==> config.mk <==
export PLATFORM = sky130hd
export DESIGN_NAME = multicycle_alu
export DESIGN_NICKNAME = d
export VERILOG_FILES = /design/src/rtl/multicycle_alu.sv
export SDC_FILE = /design/constraint.sdc
export NUM_CORES = 1
export LEC_CHECK = 0
export ABC_AREA = 1
export BUFFER_PORTS_ARGS = -buffer_cell sky130_fd_sc_hd__buf_2
export CORE_ASPECT_RATIO = 0.9
export CORE_MARGIN = 5
export CORE_UTILIZATION = 45
export DETAILED_ROUTE_END_ITERATION = 10
export GPL_TIMING_DRIVEN = 0
export HOLD_SLACK_MARGIN = 0.1
export PLACE_DENSITY = 0.62
export SYNTH_ARGS = -nofsm -noshare
export SYNTH_HDL_FRONTEND = slang
export SYNTH_SLANG_ARGS = --single-unit
==> constraint.sdc <==
create_clock -name Clk -period 3.8 [get_ports Clk]
set_input_delay 0.57 -clock Clk [delete_from_list [all_inputs] [get_ports Clk]]
set_output_delay 0.57 -clock Clk [all_outputs]
set_load 0.05 [all_outputs]
==> src/rtl/multicycle_alu.sv <==
// Multi-cycle ALU: single-cycle ADD/SUB/logic/SHIFT, iterative shift-add
// MUL and restoring DIV that each take exactly WIDTH cycles.
module multicycle_alu #(
  parameter int WIDTH   = 16,
  parameter int SHAMT_W = $clog2(WIDTH)
) (
  input  logic             Clk,
  input  logic             Reset,
  input  logic             Start,
  input  logic [WIDTH-1:0] Operand1,
  input  logic [WIDTH-1:0] Operand2,
  input  logic [2:0]       Alu_Opcode,
  input  logic             Shift,
  output logic             Busy,
  output logic             Done,
  output logic [WIDTH-1:0] Result,
  output logic             Zero_Out,
  output logic             Carry_Out,
  output logic             Overflow,
  output logic             Div_By_Zero
);

  localparam logic [1:0] ST_IDLE = 2'd0;
  localparam logic [1:0] ST_CALC = 2'd1;
  localparam logic [1:0] ST_DONE = 2'd2;

  localparam logic [SHAMT_W-1:0] CNT_LAST = SHAMT_W'(WIDTH - 1);

  localparam logic [2:0] OP_ADD   = 3'b000;
  localparam logic [2:0] OP_SUB   = 3'b001;
  localparam logic [2:0] OP_AND   = 3'b010;
  localparam logic [2:0] OP_OR    = 3'b011;
  localparam logic [2:0] OP_XOR   = 3'b100;
  localparam logic [2:0] OP_SHIFT = 3'b101;

  logic [1:0]         state_q, state_d;
  logic [SHAMT_W-1:0] cnt_q, cnt_d;
  // hi/lo form a shared working pair: partial product + multiplier for MUL,
  // partial remainder + dividend/quotient for DIV.
  logic [WIDTH:0]     hi_q, hi_d;
  logic [WIDTH-1:0]   lo_q, lo_d;
  logic [WIDTH-1:0]   op2_q, op2_d;
  logic               div_op_q, div_op_d;
  logic [WIDTH-1:0]   result_q, result_d;
  logic               zero_q, zero_d;
  logic               carry_q, carry_d;
  logic               ovf_q, ovf_d;
  logic               dbz_q, dbz_d;

  logic [WIDTH:0]     add_sum;
  logic [WIDTH:0]     sub_diff;
  logic [SHAMT_W-1:0] shamt;
  logic [WIDTH-1:0]   alu_res;
  logic               alu_carry;
  logic               alu_ovf;

  logic [WIDTH:0]     mul_sum;
  logic [WIDTH:0]     mul_hi;
  logic [WIDTH-1:0]   mul_lo;
  logic [WIDTH:0]     div_shift;
  logic [WIDTH:0]     div_diff;
  logic [WIDTH:0]     div_hi;
  logic [WIDTH-1:0]   div_lo;
  logic [WIDTH:0]     step_hi;
  logic [WIDTH-1:0]   step_lo;

  // Single-cycle datapath, evaluated on the live inputs at the Start edge
  always_comb begin
    add_sum   = {1'b0, Operand1} + {1'b0, Operand2};
    sub_diff  = {1'b0, Operand1} - {1'b0, Operand2};
    shamt     = Operand2[SHAMT_W-1:0];
    alu_res   = '0;
    alu_carry = 1'b0;
    alu_ovf   = 1'b0;
    case (Alu_Opcode)
      OP_ADD: begin
        alu_res   = add_sum[WIDTH-1:0];
        alu_carry = add_sum[WIDTH];
        alu_ovf   = (Operand1[WIDTH-1] == Operand2[WIDTH-1]) &&
                    (add_sum[WIDTH-1] != Operand1[WIDTH-1]);
      end
      OP_SUB: begin
        alu_res   = sub_diff[WIDTH-1:0];
        alu_carry = sub_diff[WIDTH];
        alu_ovf   = (Operand1[WIDTH-1] != Operand2[WIDTH-1]) &&
                    (sub_diff[WIDTH-1] != Operand1[WIDTH-1]);
      end
      OP_AND:   alu_res = Operand1 & Operand2;
      OP_OR:    alu_res = Operand1 | Operand2;
      OP_XOR:   alu_res = Operand1 ^ Operand2;
      OP_SHIFT: alu_res = Shift ? (Operand1 >> shamt) : (Operand1 << shamt);
      default:  alu_res = '0;
    endcase
  end

  // One iteration of shift-add multiply or restoring divide
  always_comb begin
    mul_sum   = lo_q[0] ? (hi_q + {1'b0, op2_q}) : hi_q;
    mul_hi    = {1'b0, mul_sum[WIDTH:1]};
    mul_lo    = {mul_sum[0], lo_q[WIDTH-1:1]};
    div_shift = {hi_q[WIDTH-1:0], lo_q[WIDTH-1]};
    div_diff  = div_shift - {1'b0, op2_q};
    // A negative trial difference means the divisor did not fit: restore.
    div_hi    = div_diff[WIDTH] ? div_shift : div_diff;
    div_lo    = {lo_q[WIDTH-2:0], ~div_diff[WIDTH]};
    step_hi   = div_op_q ? div_hi : mul_hi;
    step_lo   = div_op_q ? div_lo : mul_lo;
  end

  // Control FSM; results and flags only change on the transition into DONE
  always_comb begin
    state_d  = state_q;
    cnt_d    = cnt_q;
    hi_d     = hi_q;
    lo_d     = lo_q;
    op2_d    = op2_q;
    div_op_d = div_op_q;
    result_d = result_q;
    zero_d   = zero_q;
    carry_d  = carry_q;
    ovf_d    = ovf_q;
    dbz_d    = dbz_q;
    case (state_q)
      ST_IDLE: begin
        if (Start) begin
          hi_d     = '0;
          lo_d     = Operand1;
          op2_d    = Operand2;
          div_op_d = Alu_Opcode[0];
          cnt_d    = '0;
          if (Alu_Opcode[2:1] == 2'b11) begin
            state_d = ST_CALC;
          end else begin
            state_d  = ST_DONE;
            result_d = alu_res;
            zero_d   = (alu_res == '0);
            carry_d  = alu_carry;
            ovf_d    = alu_ovf;
            dbz_d    = 1'b0;
          end
        end
      end
      ST_CALC: begin
        hi_d  = step_hi;
        lo_d  = step_lo;
        cnt_d = cnt_q + SHAMT_W'(1);
        if (cnt_q == CNT_LAST) begin
          // A zero divisor naturally yields an all-ones quotient.
          state_d  = ST_DONE;
          result_d = step_lo;
          zero_d   = (step_lo == '0);
          carry_d  = 1'b0;
          ovf_d    = div_op_q ? 1'b0 : (step_hi[WIDTH-1:0] != '0);
          dbz_d    = div_op_q && (op2_q == '0);
        end
      end
      ST_DONE: state_d = ST_IDLE;
      default: state_d = ST_IDLE;
    endcase
  end

  // State and datapath registers with synchronous reset
  always_ff @(posedge Clk) begin
    if (Reset) begin
      state_q  <= ST_IDLE;
      cnt_q    <= '0;
      hi_q     <= '0;
      lo_q     <= '0;
      op2_q    <= '0;
      div_op_q <= 1'b0;
      result_q <= '0;
      zero_q   <= 1'b1;
      carry_q  <= 1'b0;
      ovf_q    <= 1'b0;
      dbz_q    <= 1'b0;
    end else begin
      state_q  <= state_d;
      cnt_q    <= cnt_d;
      hi_q     <= hi_d;
      lo_q     <= lo_d;
      op2_q    <= op2_d;
      div_op_q <= div_op_d;
      result_q <= result_d;
      zero_q   <= zero_d;
      carry_q  <= carry_d;
      ovf_q    <= ovf_d;
      dbz_q    <= dbz_d;
    end
  end

  assign Busy        = (state_q == ST_CALC);
  assign Done        = (state_q == ST_DONE);
  assign Result      = result_q;
  assign Zero_Out    = zero_q;
  assign Carry_Out   = carry_q;
  assign Overflow    = ovf_q;
  assign Div_By_Zero = dbz_q;

endmodule

### Word level (Yosys, flattened, before mapping)

Cells that the tools add are included.

| storage, ports and cells | value |
|---|---|
| flip-flop bits (word level) | 76 |
| input bits | 39 |
| output and inout port bits | 22 |
| word-level logic and storage cells | 91 |

| cells by class | value |
|---|---|
| add/sub/neg operators | 5 |
| eq/ne operators | 16 |
| shifts and indexed selects | 2 |
| mux-type cells | 39 |
| bitwise operators | 4 |
| reductions and logical operators | 14 |

Operators by type and width:

| kind | number |
|---|---|
| $mux W16 | 6 |
| $pmux W16 S6 | 1 |
| $mux W17 | 4 |
| $pmux W16 S2 | 2 |
| $logic_not A16 Y1 | 3 |
| $pmux W17 S2 | 1 |
| $add A16 B16 Y17 | 1 |
| $add A17 B16 Y17 | 1 |
| $sub A16 B16 Y17 | 1 |
| $sub A17 B16 Y17 | 1 |
| $and A16 B16 Y16 | 1 |
| $or A16 B16 Y16 | 1 |
| $reduce_bool A16 Y1 | 1 |
| $shl A16 B4 Y16 | 1 |
| $shr A16 B4 Y16 | 1 |
| $xor A16 B16 Y16 | 1 |
| $mux W1 | 13 |
| $pmux W1 S2 | 6 |
| $pmux W4 S2 | 1 |
| $eq A3 B2 Y1 const B | 2 |
| $eq A3 B3 Y1 const B | 2 |
| $mux W2 | 3 |
| $reduce_and A2 Y1 | 3 |
| $add A4 B1 Y4 const B | 1 |
| other kinds (16) | 22 |

### Logic depth before layout (Yosys ltp)

| logic depth | value |
|---|---|
| word-level depth | 7 |
| depth in mapped cells | 23 |
| mapped depth without buffers | 22 |

### Worst setup path after synthesis

Ideal clock, no wire load.

| timing path | value |
|---|---|
| path type | flip-flop to flip-flop |
| start | register lo_q[15] |
| end | register ovf_q (netlist: Overflow) |
| library setup time | 0.120 ns |
| arrival | 2.849 ns |
| required time | 3.680 ns |
| path slack | 0.831 ns |
| stages on the path, launching flop included | 23 |
| path buffers | 1 |
| clock period less this slack | 2.969 ns |
| cells stage by stage | dfxtp_1 > inv_1 > ha_1 > fa_1 > inv_1 > nand4_1 > nand2_1 > nand2_1 > nand2_1 > a21oi_1 > o21bai_1 > ha_1 > clkbuf_1 > o21ai_0 > o21ai_0 > nor2_1 > nand3_1 > nor2_1 > nand3_1 > nor2_1 > nand3_1 > nand2_1 > a21oi_1 |

| on the way | value |
|---|---|
| longest elaborated chain between the ends | 7 |

RTL lines:

| what | line | RTL |
|---|---|---|
| start: declaration | 41 | `logic [WIDTH-1:0] lo_q, lo_d;` |
| start signal: assignment | 180 | `lo_q <= lo_d;` |
| $sub A17 B16 Y17 | 102 | `div_diff = div_shift - {1'b0, op2_q};` |
| $mux W17 * | 104 | `div_hi = div_diff[WIDTH] ? div_shift : div_diff;` |
| $mux W17 * | 106 | `step_hi = div_op_q ? div_hi : mul_hi;` |
| $reduce_bool A16 Y1 * | 153 | `ovf_d = div_op_q ? 1'b0 : (step_hi[WIDTH-1:0] != '0);` |
| $mux W1 * | 153 |  |
| $mux W1 * | 147 | `if (cnt_q == CNT_LAST) begin` |
| $pmux W1 S2 * | 123 | `case (state_q)` |
| end signal: assignment | 186 | `ovf_q <= ovf_d;` |
| end: declaration | 47 | `logic ovf_q, ovf_d;` |

Every way passes the cells marked *; elsewhere a longest branch is shown, timed or not. The select of a mux whose other input is x is not followed.
A chain may end at the register's enable or synchronous reset.

### Worst setup path after layout

Ends and elaborated chain as after synthesis.

==> summary.md <==
| Metric | Value |
|---|---|
| RSZ-0062 raised after global routing | `false` |
| Share of post-route cells with drive strength above 1 | `9.447%` |
| Tmin final | `3.597 ns` |
| DRC | `0` |
| Fin crit share | `94.65%` |
| Worst slew margin | `52.42%` |
| Highest-count cells in the layout ignoring fill and taps | `nand2_1 (482), nand3_1 (214), inv_1 (202)` |
| I/O Buffers | `60` |
| Synth Area in Simple Gates | `41.28%` |
| Worst setup EP type | `register` |
| Dpl hpwl | `31.30 mm` |
| Final WL | `38.85 mm` |
| LEAKAGE | `5.483 nW` |
| Via count | `11.90k` |
| Syn Nets | `1841` |
| H-tree Lvls | `3` |
| Max_cap viols | `0` |
| Die ar. | `0.02457 mm^2` |
| Std cell rows | `51` |
| Adder-cell share of the synthesized area | `11.93%` |
| Crit path DAT | `3.83 ns` |
| Synth Area in Compound Gates | `17.41%` |
| CP max FO | `10` |
| Antenna violations before repair | `0` |
| Worst Path Class, Setup | `reg -> reg` |
| Post-synthesis register bit count | `76` |
| Die extent in y | `149.2 um` |
| First-pass GRT wire length | `59.93 mm` |
| Core Util, Final | `49.94%` |
| Core area | `0.02144 mm^2` |
| Commonest non-fill, non-tap cell in the layout | `nand2_1` |
| CP Launch Type | `register` |
| CP max stage cell | `fa_2` |
| Wire per inst | `18.68 um` |
| Synth-to-layout area growth | `10.51%` |
| Clock Tree Buf Depth | `2` |
| Post-Syn Area | `0.009688 mm^2` |
| Die X-Extent | `164.7 um` |
| Final setup viols | `0` |
| Drt first pass iters | `6` |
| DR vias/cell | `5.721` |
| Register-to-register setup slack | `0.20 ns` |
| Fin nets | `1913` |
| Final Skew | `0.004339 ns` |
| # clock sinks | `76` |
| Syn. warnings | `0` |
| Mapped Cells | `1712` |
| Register Area | `0.001526 mm^2` |
| Largest net degree at the start of global routing | `15` |
| EDFF count, synth | `0` |
| Ys flop type | `dfxtp_1` |
| Worst r2r path cells | `22` |
| Cell mode on critical path | `nand2_1` |
| Combinational family with the most area after synthesis | `simple AND/OR/NAND/NOR gates` |
| Root Driver | `clkbuf_16` |
| Mean Syn Cell Area | `5.659 um^2` |
| Mux cell area share after synthesis | `0.9299%` |
| WHS Path Cells | `2` |
| Asr flop ratio synth | `0%` |
| TritonCTS buffer count | `9` |
| Initial Util | `45.19%` |
| Top Ports | `61` |
| Fill cell count | `2412` |
| Max Fclk | `0.2780 GHz` |
| Xor/xnor cell area share of the yosys netlist | `0.5424%` |
| Crit-path cells | `inv_1, ha_1, fa_2, inv_1, nand4_1, nand2_2, nand2_1, nand2_1, a21oi_1, o21bai_2, ha_4, clkbuf_8, o21ai_0, o21ai_1, nor2_1, nand3_1, nor2_2, nand3_2, nor2_1, nand3_1, nand2_1, a21oi_1` |
| Starting DRC count in detailed routing | `1461` |
| Cell variety after synth | `49` |
| Worst VDD drop | `275.3 uV` |
| CTS clk-pin slew, worst paths | `0.06 ns` |
| Critical path data required time | `4.03 ns` |
| GR Overflow Total | `0` |
| Sequential share of the synthesized area | `15.70%` |
| # diodes | `0` |
| Worst stage delay on the critical path | `0.37 ns` |
| Worst-Margin Slew | `0.7138 ns` |
| Final Hold Viols | `0` |
| Power Dens Cells | `420.0 mW/mm^2` |
| GP Congestion | `0.9935` |
| CTS tree | `yes` |
| Worst skew pair latency | `0.34 ns` |
| Antenna Nets Post-Route | `0` |
| Final Max Slew Viols | `0` |
| Vias in the first global route | `10.63k` |
| Worst hold margin | `0.4656 ns` |
| All-Layer GR Usage | `31.22%` |
| Outcome | `finished, final reports clean` |
| Worst Hold Class | `reg -> reg` |
| Multi-input combinational cell area | `0.007013 mm^2` |
[path summary, 6_finish.rpt]
kind	startpoint	end
hold reg to reg	Result[15]	Result[15]
setup / recovery	lo_q[15]	Overflow
setup reg to reg	lo_q[15]	Overflow
hold / removal	Result[15]	Result[15]
[cells by family (layout without fill, tap and decap cells)]
family                     count (synthesis)  in the layout
AOI/OAI and AO/OA                        319            319
buffers and inverters                    287            364
adders and majority gates                 90             90
and+or+nand+nor                          925            925
xor gates and xnor gates                   6              6
DFF                                       76             76
muxes                                      9              9
[sequential cells by signal, summed over array words and instances (netlist names), 2 cells and up]
| signal | flops |
|---|---|
| cnt_q | 4 |
| lo_q | 16 |
| state_q | 2 |
| Result | 16 |
| op2_q | 16 |
| hi_q | 17 |
[layer usage]
metal	track usage (%)	part of all wire [%]
met5	0	0
met1	48.34	47
met3	6.853	11
met2	43.32	39
met4	7.360	2.3
[area by class of cell]
class                           count  area share (%)
Clock inverter                      6          0.6661
Multi-Input combinational cell   1349           65.50
Sequential cell                    76           14.26
Clock buffer                       10           2.139
Timing Repair Buffer               61           2.875
Buffer                             69           3.471
Inverter                          218           7.690
Tap cell                          291           3.401
[cells in the mapped netlist (2+ instances only)]
cell type	number	share of area, %
a31oi_1	2	0.13
o22ai_1	11	0.71
nor2_2	3	0.19
and2_1	3	0.19
nand2_4	6	0.70
clkbuf_1	28	1.1
buf_2	21	1.1
a221oi_1	2	0.18
o21bai_1	4	0.31
a21oi_1	181	9.4
nor4_1	6	0.39
nor2_1	151	5.9
nand3_1	215	11
buf_6	2	0.23
nand2_1	483	19
nand3b_1	2	0.15
nor3_1	13	0.67
buf_4	11	0.85
nand3_2	6	0.62
o221ai_1	2	0.18
inv_1	202	7.8
inv_2	15	0.58
o2111ai_1	2	0.18
fa_1	4	0.83
o21ai_1	4	0.21
xor2_1	4	0.36
mux2i_1	9	0.93
dfxtp_1	76	16
a21boi_0	2	0.15
or2_2	6	0.39
nand4_1	27	1.7
xnor2_1	2	0.18
ha_1	86	11
o211ai_1	3	0.23
buf_1	5	0.19
o21ai_0	100	5.2
[critical path: cells and delay by family, from the launching register on]
family                     cells  cell delay (ns)
adders and majority gates      3             0.85
DFF                            1             0.36
buffers and inverters          3             0.30
and+or+nand+nor               11             1.29
AOI/OAI and AO/OA              5             0.68
[stage by stage]
| step | cell area (um^2) | setup TNS [ns] | setup slack [ns] | cells | total power (W) |
|---|---|---|---|---|---|
| after floorplan | 9688 | 0 | 0.8306 | 1712 | 0.002751 |
| after global placement | 10350 | -0.1619 | -0.1619 | 2063 | 0.003478 |
| after detailed placement | 10350 | -0.1599 | -0.1599 | 2063 | 0.003488 |
| after CTS | 10670 | 0 | 0.02792 | 2079 | 0.004406 |
| after global routing | 10710 | 0 | 0.03819 | 2080 | 0.004808 |
| final | 10710 | 0 | 0.2031 | 2080 | 0.004497 |
[power breakdown]
group          internal, W  switching [W]  leakage [nW]
Clock             0.000516       0.000383         0.140
Combinational     0.000747        0.00176          4.72
Sequential        0.000940       0.000146         0.625
Total              0.00220        0.00229          5.48
[what timing repair did]
item / in CTS / in global routing
gates cloned: 0 / 0
gates resized for setup: 7 / 10
endpoints found under the setup margin: 1 / 1
hold buffers: 0 / 0
pin swaps: 1 / 4
endpoints found under the hold margin: 0 / 0
setup buffers: 0 / 1
Note: power is estimated with default switching activity, not from simulation.
